`src/rtl/sm4_pkg.sv`:
```
// Shared SM4 datapath widths, padding constant and packer FSM encoding.
package sm4_pkg;

    localparam int SM4_BLK_W  = 128;
    localparam int SM4_WORD_W = 32;

    localparam logic [SM4_WORD_W-1:0] SM4_PAD_WORD = 32'h8000_0000;

    typedef enum logic {
        ST_ACC = 1'b0,
        ST_PAD = 1'b1
    } pack_state_e;

endpackage

```
`src/rtl/sm4_axis_pack32to128.sv`:
```
// Folds 32-bit AXI-Stream words into big-endian 128-bit SM4 blocks and pads the final partial block.
// Latency: a block is valid the cycle after its completing word is accepted; full rate is 1 word/cycle.
// Backpressure: input stalls while the output register is full and not draining, and during PAD.
module sm4_axis_pack32to128
    import sm4_pkg::*;
#(
    parameter int PAD_MODE = 0
) (
    input  logic                  clk,
    input  logic                  reset_n,
    input  logic [SM4_WORD_W-1:0] s_axis_tdata,
    input  logic                  s_axis_tvalid,
    input  logic                  s_axis_tlast,
    output logic                  s_axis_tready,
    output logic [SM4_BLK_W-1:0]  m_axis_tdata,
    output logic                  m_axis_tvalid,
    output logic                  m_axis_tlast,
    output logic [2:0]            m_axis_tnwords,
    input  logic                  m_axis_tready
);

    localparam bit PAD_EN = (PAD_MODE != 0);

    pack_state_e                state_q, state_d;
    logic [1:0]                 idx_q, idx_d;
    logic [2:0][SM4_WORD_W-1:0] word_q, word_d;
    logic [SM4_BLK_W-1:0]       blk_q, blk_d;
    logic                       last_q, last_d;
    logic [2:0]                 nw_q, nw_d;
    logic                       vld_q;
    logic                       load;
    logic                       out_free;
    logic                       s_acc;
    logic [SM4_WORD_W-1:0]      pad_w;
    logic [SM4_WORD_W-1:0]      slot0, slot1, slot2, slot3;

    assign out_free      = !vld_q || m_axis_tready;
    assign s_axis_tready = reset_n && (state_q == ST_ACC) && out_free;
    assign s_acc         = s_axis_tvalid && s_axis_tready;

    // Slot k holds a stored word below idx, the live word at idx, the pad word just after it.
    assign pad_w = PAD_EN ? SM4_PAD_WORD : '0;
    assign slot0 = (idx_q == 2'd0) ? s_axis_tdata : word_q[0];
    assign slot1 = (idx_q >  2'd1) ? word_q[1] :
                   (idx_q == 2'd1) ? s_axis_tdata : pad_w;
    assign slot2 = (idx_q == 2'd3) ? word_q[2] :
                   (idx_q == 2'd2) ? s_axis_tdata :
                   (idx_q == 2'd1) ? pad_w : '0;
    assign slot3 = (idx_q == 2'd3) ? s_axis_tdata :
                   (idx_q == 2'd2) ? pad_w : '0;

    always_comb begin
        state_d = state_q;
        idx_d   = idx_q;
        word_d  = word_q;
        load    = 1'b0;
        blk_d   = blk_q;
        last_d  = last_q;
        nw_d    = nw_q;
        case (state_q)
            ST_ACC: begin
                if (s_acc) begin
                    if (s_axis_tlast || idx_q == 2'd3) begin
                        load   = 1'b1;
                        idx_d  = 2'd0;
                        blk_d  = {slot0, slot1, slot2, slot3};
                        nw_d   = {1'b0, idx_q} + 3'd1;
                        // A full final block leaves no room for the pad word, so it travels alone.
                        last_d = s_axis_tlast && !(PAD_EN && idx_q == 2'd3);
                        if (PAD_EN && idx_q == 2'd3 && s_axis_tlast) begin
                            state_d = ST_PAD;
                        end
                    end else begin
                        idx_d = idx_q + 2'd1;
                        case (idx_q)
                            2'd0:    word_d[0] = s_axis_tdata;
                            2'd1:    word_d[1] = s_axis_tdata;
                            2'd2:    word_d[2] = s_axis_tdata;
                            default: word_d    = word_q;
                        endcase
                    end
                end
            end
            ST_PAD: begin
                if (out_free) begin
                    load    = 1'b1;
                    blk_d   = {SM4_PAD_WORD, {(SM4_BLK_W-SM4_WORD_W){1'b0}}};
                    nw_d    = 3'd0;
                    last_d  = 1'b1;
                    state_d = ST_ACC;
                end
            end
            default: state_d = ST_ACC;
        endcase
    end

    always_ff @(posedge clk or negedge reset_n) begin
        if (!reset_n) begin
            state_q <= ST_ACC;
            idx_q   <= '0;
            word_q  <= '0;
            blk_q   <= '0;
            last_q  <= 1'b0;
            nw_q    <= '0;
            vld_q   <= 1'b0;
        end else begin
            state_q <= state_d;
            idx_q   <= idx_d;
            word_q  <= word_d;
            if (load) begin
                vld_q  <= 1'b1;
                blk_q  <= blk_d;
                last_q <= last_d;
                nw_q   <= nw_d;
            end else if (m_axis_tready) begin
                vld_q <= 1'b0;
            end
        end
    end

    assign m_axis_tdata   = blk_q;
    assign m_axis_tvalid  = vld_q;
    assign m_axis_tlast   = last_q;
    assign m_axis_tnwords = nw_q;

endmodule

```
`config.mk`:
```
export PLATFORM = sky130hd
export DESIGN_NAME = sm4_axis_pack32to128
export DESIGN_NICKNAME = d
export VERILOG_FILES = /design/src/rtl/sm4_pkg.sv /design/src/rtl/sm4_axis_pack32to128.sv
export SDC_FILE = /design/constraint.sdc
export NUM_CORES = 1
export LEC_CHECK = 0
export CAP_MARGIN = 20
export CELL_PAD_IN_SITES_DETAIL_PLACEMENT = 1
export CELL_PAD_IN_SITES_GLOBAL_PLACEMENT = 1
export CORE_ASPECT_RATIO = 1.25
export CORE_MARGIN = 3
export CORE_UTILIZATION = 40
export CTS_BUF_LIST = sky130_fd_sc_hd__clkbuf_4 sky130_fd_sc_hd__clkbuf_8
export DETAILED_ROUTE_END_ITERATION = 8
export PLACE_DENSITY = 0.8
export SYNTH_ARGS = -nofsm -noshare
export SYNTH_HDL_FRONTEND = slang
export SYNTH_SLANG_ARGS = --single-unit
```
`constraint.sdc`:
```
create_clock -name clk -period 1.8 [get_ports clk]
set_input_delay 0.36 -clock clk [delete_from_list [all_inputs] [get_ports clk]]
set_output_delay 0.36 -clock clk [all_outputs]
set_load 0.02 [all_outputs]
```
# [After elaboration in Yosys (flattened, before gate mapping)]
# Index checks and enable logic that the tools add are counted.
[totals] ff_bits=232 wordCells=60 rom_bits=0 memories=0 mem_bits_rw=0 latch_bits=0
[classes] mux=27 multipliers=0 bitwise=2 n_reduce_logical=13 n_eq_ne=6 n_div=0 n_addsub=2 n_lt_le_gt_ge=1 n_shift=0
[op_table] op="128-bit two-way mux" count=3
[op_table] op="128-bit case mux with 2 select lines" count=1
[op_table] op="32-bit two-way mux" count=6
[op_table] op="4-bit AND reduction" count=3
[op_table] op="1-bit two-way mux" count=10
[op_table] op="3-bit two-way mux" count=3
[op_table] op="3-bit case mux with 2 select lines" count=1
[op_table] op="2-bit == test (second input constant)" count=2
[op_table] op="2-bit by 1-bit != test with 1-bit output (second input constant)" count=2
[op_table] op="1-bit case mux with 2 select lines" count=2
[op_table] op="2-bit by 1-bit adder with 3-bit output (second input constant)" count=1
[op_table] op="1-bit logical AND" count=3
[op_table] op="3-bit AND reduction" count=1
[op_table] op="2-bit by 1-bit adder with 2-bit output (second input constant)" count=1
[op_table] op="2-bit by 1-bit == test with 1-bit output (second input constant)" count=1
[op_table] op="2-bit by 1-bit > comparator with 1-bit output (second input constant)" count=1
[op_table] op="2-bit zero test" count=1
[op_table] op="1-bit logical OR" count=2
[op_table] op="2-bit two-way mux" count=1
[op_table] op="2-bit != test (second input constant)" count=1
[op_table] op="1-bit NOT" count=2
[op_table] op="2-bit AND reduction" count=1
[op_table] op="2-bit nonzero test" count=1
[op_table] op="1-bit zero test" count=1

# [Logic depth before layout (Yosys ltp)]
# Gate-level depths: netlist of run 1.
[depth] word_depth=7 ltp_mapped=8

# [Worst setup path after synthesis of run 1]
# OpenSTA, ideal clock, no wires.
[synth_timing] kind="register to register" from="register idx_q[0]" to="register word_q[93] (netlist bit)" slack_ns=0.065 path_stages_with_launch=8 t_required_ns=1.675 arrival_ns=1.610 cell_sequence="dfrtp_1 -> inv_1 -> ha_1 -> clkbuf_2 -> nor3b_2 -> nand4_2 -> buf_6 -> mux2_4"
[synth_via] elab_chain_len=4 elab_cells_between_ends=5 cone_classes="eq/ne (2); bitwise (1); reduce/logical (2)"
[synth_rtl] item="start: declaration" line_no="sm4_axis_pack32to128.sv:25" source="logic [1:0] idx_q, idx_d;"
[synth_rtl] item="start signal: assignment" line_no="sm4_axis_pack32to128.sv:108" source="idx_q <= idx_d;"
[synth_rtl] item="2-bit == test" line_no="sm4_axis_pack32to128.sv:63" source="if (s_axis_tlast || idx_q == 2'd3) begin"
[synth_rtl] item="1-bit logical OR" line_no="sm4_axis_pack32to128.sv:63"
[synth_rtl] item="1-bit NOT (no source line)"
[synth_rtl] item="4-bit AND reduction (no source line) (*)"
[synth_rtl] item="end signal: assignment" line_no="sm4_axis_pack32to128.sv:109" source="word_q <= word_d;"
[synth_rtl] item="end: declaration" line_no="sm4_axis_pack32to128.sv:26" source="logic [2:0][SM4_WORD_W-1:0] word_q, word_d;"
# Mark *: on every way between the ends. The rest lies on a longest branch, timed or not.
# A chain may end at the register's enable or synchronous reset.

# [Worst setup path in the final report of run 1]
[layout_timing] from="register idx_q[1]" to="register word_q[93] (netlist bit)"
# Same word-level chain as after synthesis.

==> results.md, run 1 <==
* Outcome: finished with violations
* Failing checks: setup timing
* Number of buffers created by CTS at 38
* Critical path class: reg2reg
* Die span in x at around 150 microns
* Tot Pwr at about 21 mW
* Share of cells above drive strength 1 at 0.214
* Syn_nets at 905
* Post-synthesis compound-gate area fraction at 0.126
* Fmax at ~550 MHz
* Core ar. at about 26,000 sq um
* Most frequent cells in the layout: 230 x dfrtp_1, 153 x mux2i_1, 133 x dlygate4sd2_1
* Tot GR Track Use at 0.227
* Synth Area in Adders at 0.00468
* Post-route DRC at 0
* DR WL/cell at 23.6 microns
* CP max stage delay at approximately 460 ps
* Post-synth top flop: dfrtp_1
* Final ANT Viol Nets at 0
* Final worst-path cycle share at 1.00
* Pwr dens at 1500 nW/um^2
* Initial core utilization at 0.409
* Avg Vias per Cell at 5.60
* Actual slew at the worst max-slew pin at 990 ps
* Clk pin slew, worst setup/hold paths at approximately 60 ps
* Setup crit end kind: flip-flop
* Register area at between 5000 and 6000 sq um
* Port bufs at 170
* Post-Synth XOR/XNOR Area at 0
* Gpl congestion at approximately 0.79
* Vert. Die Dim at approximately 190 microns
* Top Ports at 171
* Critical Path AT at about 2200 ps
* Hold Vio Cnt, Final at 0
* Proportion of synthesized area in mux cells at 0.223
* Router iterations before antenna repair at 5
* Initial antenna violation count at 1
* Max layer used: met4
* Detailed placement HPWL at 20.9 mm
* Synth top area share at 0.543
* Area of the multi-input gates at between 4000 and 5000 sq um
* Met2 Routed Length at roughly 17 mm
* Leakage Power at 7.32 nW
* Layout Area Growth over Synthesis at 31.2%
* Row count at 66
* Simple-gate portion of the synthesized area at 0.0483
* Pin count of the biggest net entering global routing at 103
* Cell Area, Synth at about 11,000 sq um
* Skew-Pair Late Insertion Delay at about 540 ps
* Final worst setup slack at -2.35 ps
* Synth Instances at between 800 and 900
* Place WS at -400 ps
* RSZ-0062 raised after global routing: true
* Worst path cell trace: ha_4 > buf_6 > nor3b_2 > nand4_2 > buf_12 > mux2_4
* Register area share after synthesis at 0.543
* Clock root cell: clkbuf_8
* Synthesized area per cell at about 12 sq um
* Starting DRC count in detailed routing at roughly 520
* Crit path required time at roughly 2200 ps
* Synth async-reset ratio at 1.00
* Startpoint types: flip-flop
* EDFF count, synth at 0
* Vias in the first global route at between 8,000 and 9,000
* Max H-tree Level at 2
* # setup viols final at 1
* Slew Viols, Final at 0
* CTS Sinks at 232
* Relative slew margins at 0.340
* Ys Warns at 0
* Max_cap viols at 0
* Most common cell after layout, fill and taps aside: dfrtp_1
* Setup TNS at -2.35 ps
* CP startpoint: idx_q[1]$_DFFE_PN0P_
* Clock Skews at roughly 20 ps
* Synth unique cells at 36
* Met3 routed WL at 1.36 mm
* Post-Route WL at ~34 mm
* Hold Buf Count CTS at 0
* Post-synthesis register bit count at 232
* Min-Delay Path Class: in2async
* Reg2Reg Launch Point: idx_q[1]$_DFFE_PN0P_
* Largest family of logic cells by synthesized area: multiplexers
* Max clock buf depth at 3
* Peak supply drop at 0.844 mV
* DR vias at 8,012
* Crit-path max FO at 32
* First-pass GRT wire length at ~52 mm
* Synth area leaders: dfrtp_1 54%, mux2i_1 15%, mux2_2 7.3%
* Cell type with the largest total area after synthesis: dfrtp_1
* TritonCTS clock tree: done
* Fin nets at 1,105
* Fillers at 2,706
* WL met1 at between 10 and 15 mm
* Slowest cell on crit path: dfrtp_2
* GR Overflow Total at 0
* Shortest period the worst path allows at between 1500 and 2000 ps
* Die footprint at ~29,000 sq um
-- cell type report --
type,count,area share
clock inverters,3,0.00464
diodes,1,0.000178
flip-flops and latches,232,0.414
inverters,33,0.00883
repair buffers,243,0.174
well taps,340,0.0303
clock buffers,63,0.0556
multi-input cells,516,0.312
-- registers in the layout, indices dropped and copies added, names as in the netlist --
name / flops
m_axis_tvalid: 1
word_q: 96
idx_q: 2
m_axis_tlast: 1
m_axis_tnwords: 3
m_axis_tdata: 128
state_q: 1
-- worst max-delay path: cells and delay by family, from the launching register on --
kind | cells | cell delay [ps]
AND/OR/NAND/NOR | 2 | 360
buffers and inverters | 2 | 340
adder cells (fa/ha/maj) | 1 | 220
multiplexers | 1 | 300
flip-flops | 1 | 460
-- stage by stage --
stage          instances  utilization  hold WS [ps]  instance area, sq um
3_3_place_gp        1346        0.497           484                 13000
4_1_cts             1431        0.534          45.5                 14000
6_report            1431        0.536          5.50                 14000
2_1_floorplan        864            -          64.4                 10700
3_5_place_dp        1346        0.497           494                 13000
5_1_grt             1431        0.536          40.2                 14000
-- worst paths after layout --
kind / end / slack (ps) / cells after the start
setup / recovery: word_q[93]$_DFFE_PN0P_ / -2 / 6
hold / removal: m_axis_tdata[47]$_DFFE_PN0P_ / 5 / 3
setup reg to reg: word_q[93]$_DFFE_PN0P_ / -2 / 6
hold reg to reg: word_q[74]$_DFFE_PN0P_ / 510 / 1
max in group asynchronous: m_axis_tdata[15]$_DFFE_PN0P_ / 920 / 3
min in group clk: m_axis_tlast$_DFFE_PN0P_ / 420 / 5
-- Yosys cell counts (3+ instances only) --
cell and instances:
mux2_4 4, clkbuf_1 42, mux2_2 69, a32o_1 32, nor2b_1 3, a21o_1 33
a22oi_1 32, nand2_1 34, mux2i_1 155, buf_2 20, buf_6 16, o21ai_0 95
inv_1 32, dfrtp_1 232, nand4_2 3, nand3b_1 32, ha_1 4
-- where the power goes --
part | internal [mW] | total (mW) | switching [mW]
logic | 3.33 | 7.43 | 4.10
registers | 7.29 | 8.49 | 1.20
clock network | 3.00 | 5.15 | 2.14
-- what timing repair did --
item | in CTS | in global routing
setup buffers | 14 | 1
pin swaps | 2 | 5
setup endpoints to repair | 193 | 160
gates resized for setup | 147 | 28
cloned | 5 | 0
-- routing by layer --
metal | up-vias | track usage
li1 | 3525 | -
met1 | 4214 | 0.296
met2 | 208 | 0.389
met3 | 65 | 0.0340
met4 | 0 | 0.0796
met5 | - | 0
-- kinds of logic (layout without fill, tap and decap cells) --
| group | Yosys count | after routing |
|---|---|---|
| AOI/OAI and AO/OA | 199 | 199 |
| and+or+nand+nor | 85 | 85 |
| muxes | 228 | 228 |
| other | 0 | 1 |
| buffers and inverters | 116 | 342 |
| DFF | 232 | 232 |
| adders and majority gates | 4 | 4 |
(Power assumes the default switching activity.)
==> inputs of run 2 (changes only) <==
--- a/config.mk
+++ b/config.mk
@@ -5,12 +5,13 @@
 export SDC_FILE = /design/constraint.sdc
 export NUM_CORES = 1
 export LEC_CHECK = 0
+export ABC_AREA = 1
 export CAP_MARGIN = 20
 export CELL_PAD_IN_SITES_DETAIL_PLACEMENT = 1
 export CELL_PAD_IN_SITES_GLOBAL_PLACEMENT = 1
 export CORE_ASPECT_RATIO = 1.25
 export CORE_MARGIN = 3
-export CORE_UTILIZATION = 40
+export CORE_UTILIZATION = 37
 export CTS_BUF_LIST = sky130_fd_sc_hd__clkbuf_4 sky130_fd_sc_hd__clkbuf_8
 export DETAILED_ROUTE_END_ITERATION = 8
 export PLACE_DENSITY = 0.8
==> run 2 against run 1 <==
  * The run now ends clean
  * First-iteration DRC count up 17%
  * Final area down 2.5%
  * Wire length up 5.6%
  * Flip-flop and latch count unchanged
  * Largest cell class unchanged
  * Largest power group unchanged
==> results.md, run 2 <==
* Outcome: complete, no violations (was finished with violations)
* Final worst setup slack at 50.9 ps (was -2.35 ps)
* Cell type with the largest total area after synthesis: dfrtp_1 (unchanged)
* Area of the multi-input gates at 3900 sq um (was 4380 sq um)
* Core ar. at 27,200 sq um (was 26,200 sq um)
* Critical path class: reg2reg (unchanged)
* Place WS at -241 ps (was -400 ps)
* Worst path cell trace: ha_1 > inv_2 > nand2_2 > buf_4 > nor2_4 > buf_4 > buf_12 > nand3_1 > nand2_1 (was ha_4 > buf_6 > nor3b_2 > nand4_2 > buf_12 > mux2_4)
* Vias in the first global route at 10,400 (was 8,825)
* CP startpoint: idx_q[0]$_DFFE_PN0P_ (was idx_q[1]$_DFFE_PN0P_)
* CP max stage delay at 390 ps (was 460 ps)
* Fmax at 572 MHz (was 555 MHz)
* Register area at 5810 sq um (about the same)
* # setup viols final at 0 (was 1)
* Register area share after synthesis at 0.559 (was 0.543)
* Skew-Pair Late Insertion Delay at 540 ps (about the same)
* Port bufs at 170 (unchanged)
* Critical Path AT at 2220 ps (was 2210 ps)
* Most frequent cells in the layout: 473 x nand2_1, 263 x nand3_1, 232 x dfrtp_1 (was 230 x dfrtp_1, 153 x mux2i_1, 133 x dlygate4sd2_1)
* Synth unique cells at 20 (was 36)
* R2R depth at 9 (was 6)
* Ys Warns at 0 (unchanged)
* Reg2Reg Launch Point: idx_q[0]$_DFFE_PN0P_ (was idx_q[1]$_DFFE_PN0P_)
* DR vias at 9,669 (was 8,012)
* Synthesized area per cell at 8.12 sq um (was 12.4 sq um)
* Share of cells above drive strength 1 at 0.101 (was 0.214)
* Clk pin slew, worst setup/hold paths at 60 ps (about the same)
* Fillers at 3,272 (was 2,706)
* Final ANT Viol Nets at 0 (unchanged)
* Number of buffers created by CTS at 39 (was 38)
* GR Overflow Total at 0 (unchanged)
* Actual slew at the worst max-slew pin at 536 ps (was 990 ps)
* Slew Viols, Final at 0 (unchanged)
* Fin nets at 1,506 (was 1,105)
* Tot GR Track Use at 0.233 (was 0.227)
* Max_cap viols at 0 (unchanged)
* Post-Route WL at 35.6 mm (was 33.7 mm)
* Clock root cell: clkbuf_8 (unchanged)
* # diodes at 0 (was 1)
* Initial core utilization at 0.381 (was 0.409)
* Layout Area Growth over Synthesis at 31.8% (was 31.2%)
* First-pass GRT wire length at 56.7 mm (was 52.5 mm)
* Setup crit end kind: flip-flop (unchanged)
* Most frequent cells after synthesis: 475 x nand2_1, 263 x nand3_1, 232 x dfrtp_1 (was 232 x dfrtp_1, 155 x mux2i_1, 95 x o21ai_0)
* Hold Vio Cnt, Final at 0 (unchanged)
* Starting DRC count in detailed routing at 603 (was 517)
* Avg Vias per Cell at 5.27 (was 5.60)
* Detailed placement HPWL at 23.2 mm (was 20.9 mm)
* Pwr dens at 1280 nW/um^2 (was 1500 nW/um^2)
* Initial antenna violation count at 0 (was 1)
* Startpoint types: flip-flop (unchanged)
* Crit path required time at 2270 ps (was 2210 ps)
* Vert. Die Dim at 193 microns (was 189 microns)
* Top Ports at 171 (unchanged)
* Pin count of the biggest net entering global routing at 85 (was 103)
* Die span in x at 156 microns (was 152 microns)
* Gpl congestion at 0.807 (was 0.787)
* Synth area leaders: dfrtp_1 56%, nand2_1 17%, nand3_1 13% (was dfrtp_1 54%, mux2i_1 15%, mux2_2 7.3%)
* Min-Delay Path Class: in2async (unchanged)
* Leakage Power at 7.51 nW (was 7.32 nW)
* Synth Instances at 1,278 (was 864)
* Count leader, synth: nand2_1 (was dfrtp_1)
* Reg2reg setup slack at 50 ps (was -2 ps)
* Largest register FFs at 128 (unchanged)
* Tot Pwr at 17.6 mW (was 21.1 mW)
* Max H-tree Level at 2 (unchanged)
* Syn_nets at 1,319 (was 905)
* EDFF count, synth at 0 (unchanged)
* Router iterations before antenna repair at 5 (unchanged)
* CTS Sinks at 232 (unchanged)
* Crit path top cell by count: buf_4
* Final worst-path cycle share at 0.972 (was 1.00)
* TritonCTS clock tree: done (unchanged)
* Final Util at 0.502 (was 0.536)
* Post-synthesis register bit count at 232 (unchanged)
* Post-route DRC at 0 (unchanged)
* Worst reg2reg path endpoint: word_q[61]$_DFFE_PN0P_ (was word_q[93]$_DFFE_PN0P_)
* Slowest cell on crit path: dfrtp_1 (was dfrtp_2)
* Clock Skews at 18.7 ps (was 20.0 ps)
* Shortest period the worst path allows at 1750 ps (was 1800 ps)
* Row count at 67 (was 66)
* Peak supply drop at 0.559 mV (was 0.844 mV)
* Cell Area, Synth at 10,400 sq um (was 10,700 sq um)
* DR WL/cell at 19.4 microns (was 23.6 microns)
* Setup TNS at 0 ps (was -2.35 ps)
* Synth async-reset ratio at 1.00 (unchanged)
* Most common cell after layout, fill and taps aside: nand2_1 (was dfrtp_1)
* Crit-path max FO at 23 (was 32)
* Relative slew margins at 0.642 (was 0.340)
* Critical Path End: word_q[61]$_DFFE_PN0P_ (was word_q[93]$_DFFE_PN0P_)
* Synth top area share at 0.559 (was 0.543)
* Die footprint at 30,100 sq um (was 28,700 sq um)
* Max clock buf depth at 3 (unchanged)
* Post-synth top flop: dfrtp_1 (unchanged)
[run 2: cell count changes in the layout (fill, tap and decap cells not counted), sizes merged, moves of 6 or more]
cell    delta
a22oi     -32
inv       +39
nand3b    -32
nand3    +262
buf        -6
nand2    +441
mux2i    -155
a32o      -32
mux2      -73
o21ai     +32
a21o      -33
[run 2: what timing repair did]
| action | in CTS | in global routing |
|---|---|---|
| buffers inserted | 0 | 4 |
| gates cloned | 0 | 3 |
| hold buffers | 1 | 0 |
| pin swaps | 1 | 1 |
| setup endpoints to repair | 136 | 125 |
| hold endpoints to repair | 29 | 0 |
| resized for setup | 139 | 10 |
[run 2: how the worst min path moves through the flow]
stage            start                        end  slack [ps]  depth (start not counted)
2_1_floorplan  reset_n       idx_q[0]$_DFFE_PN0P_          60                          0
3_3_place_gp   reset_n  m_axis_tvalid$_DFFE_PN0P_         150                          1
3_5_place_dp   reset_n  m_axis_tvalid$_DFFE_PN0P_         150                          1
4_1_cts        reset_n     word_q[95]$_DFFE_PN0P_         200                          2
5_1_grt        reset_n     word_q[95]$_DFFE_PN0P_         210                          2
6_report       reset_n     word_q[95]$_DFFE_PN0P_         230                          2
[run 2: logic make-up after synthesis]
| kind of cell | share of synthesized area |
|---|---|
| flip-flops | 0.559 |
| AO/OA/AOI/OAI | 0.0612 |
| adder cells (fa/ha/maj) | 0.00482 |
| buffers and inverters | 0.0682 |
| AND/OR/NAND/NOR | 0.306 |
[run 2: routing by layer]
metal  global-route usage  share of wire  vias up
met5                    0              0        -
met4               0.0677          0.023        0
met3               0.0398          0.048       60
met2                0.394           0.50      234
met1                0.307           0.43     4886
li1                     -              -     4489
[run 2: report_power, final]
group | internal [mW] | total (mW) | switching, mW
combinational | 1.79 | 5.04 | 3.25
clock | 2.81 | 4.95 | 2.14
sequential | 6.75 | 7.58 | 0.828
[run 2: worst max-delay path, delay by kind of cell (launching register included)]
| family | cells | cell delay (ps) |
|---|---|---|
| fa+ha+maj | 1 | 240 |
| simple gates | 4 | 480 |
| buf+inv | 4 | 570 |
| flops | 1 | 390 |
[run 2: through the flow]
step	cell area (sq um)	hold WS, ps	std cells
2_1_floorplan	10400	64.4	1278
3_3_place_gp	12900	148	1761
3_5_place_dp	12900	148	1761
4_1_cts	13600	200	1828
5_1_grt	13700	213	1835
6_report	13700	229	1835
[run 2: cell type report]
type,instances,area share
sequential,232,0.424
multi-input combinational,879,0.285
timing repair buffer,241,0.180
clock buffer,61,0.0554
tap,345,0.0316
inverter,72,0.0198
clock inverter,5,0.00412
==> inputs of run 3 (changes only) <==
--- a/config.mk
+++ b/config.mk
@@ -13,8 +13,10 @@
 export CORE_MARGIN = 3
 export CORE_UTILIZATION = 37
 export CTS_BUF_LIST = sky130_fd_sc_hd__clkbuf_4 sky130_fd_sc_hd__clkbuf_8
+export CTS_CLUSTER_DIAMETER = 200
 export DETAILED_ROUTE_END_ITERATION = 8
 export PLACE_DENSITY = 0.8
+export SLEW_MARGIN = 20
 export SYNTH_ARGS = -nofsm -noshare
 export SYNTH_HDL_FRONTEND = slang
 export SYNTH_SLANG_ARGS = --single-unit
==> results of run 3 <==
No change in the layout: final DEF, timing and power equal those of run 2.
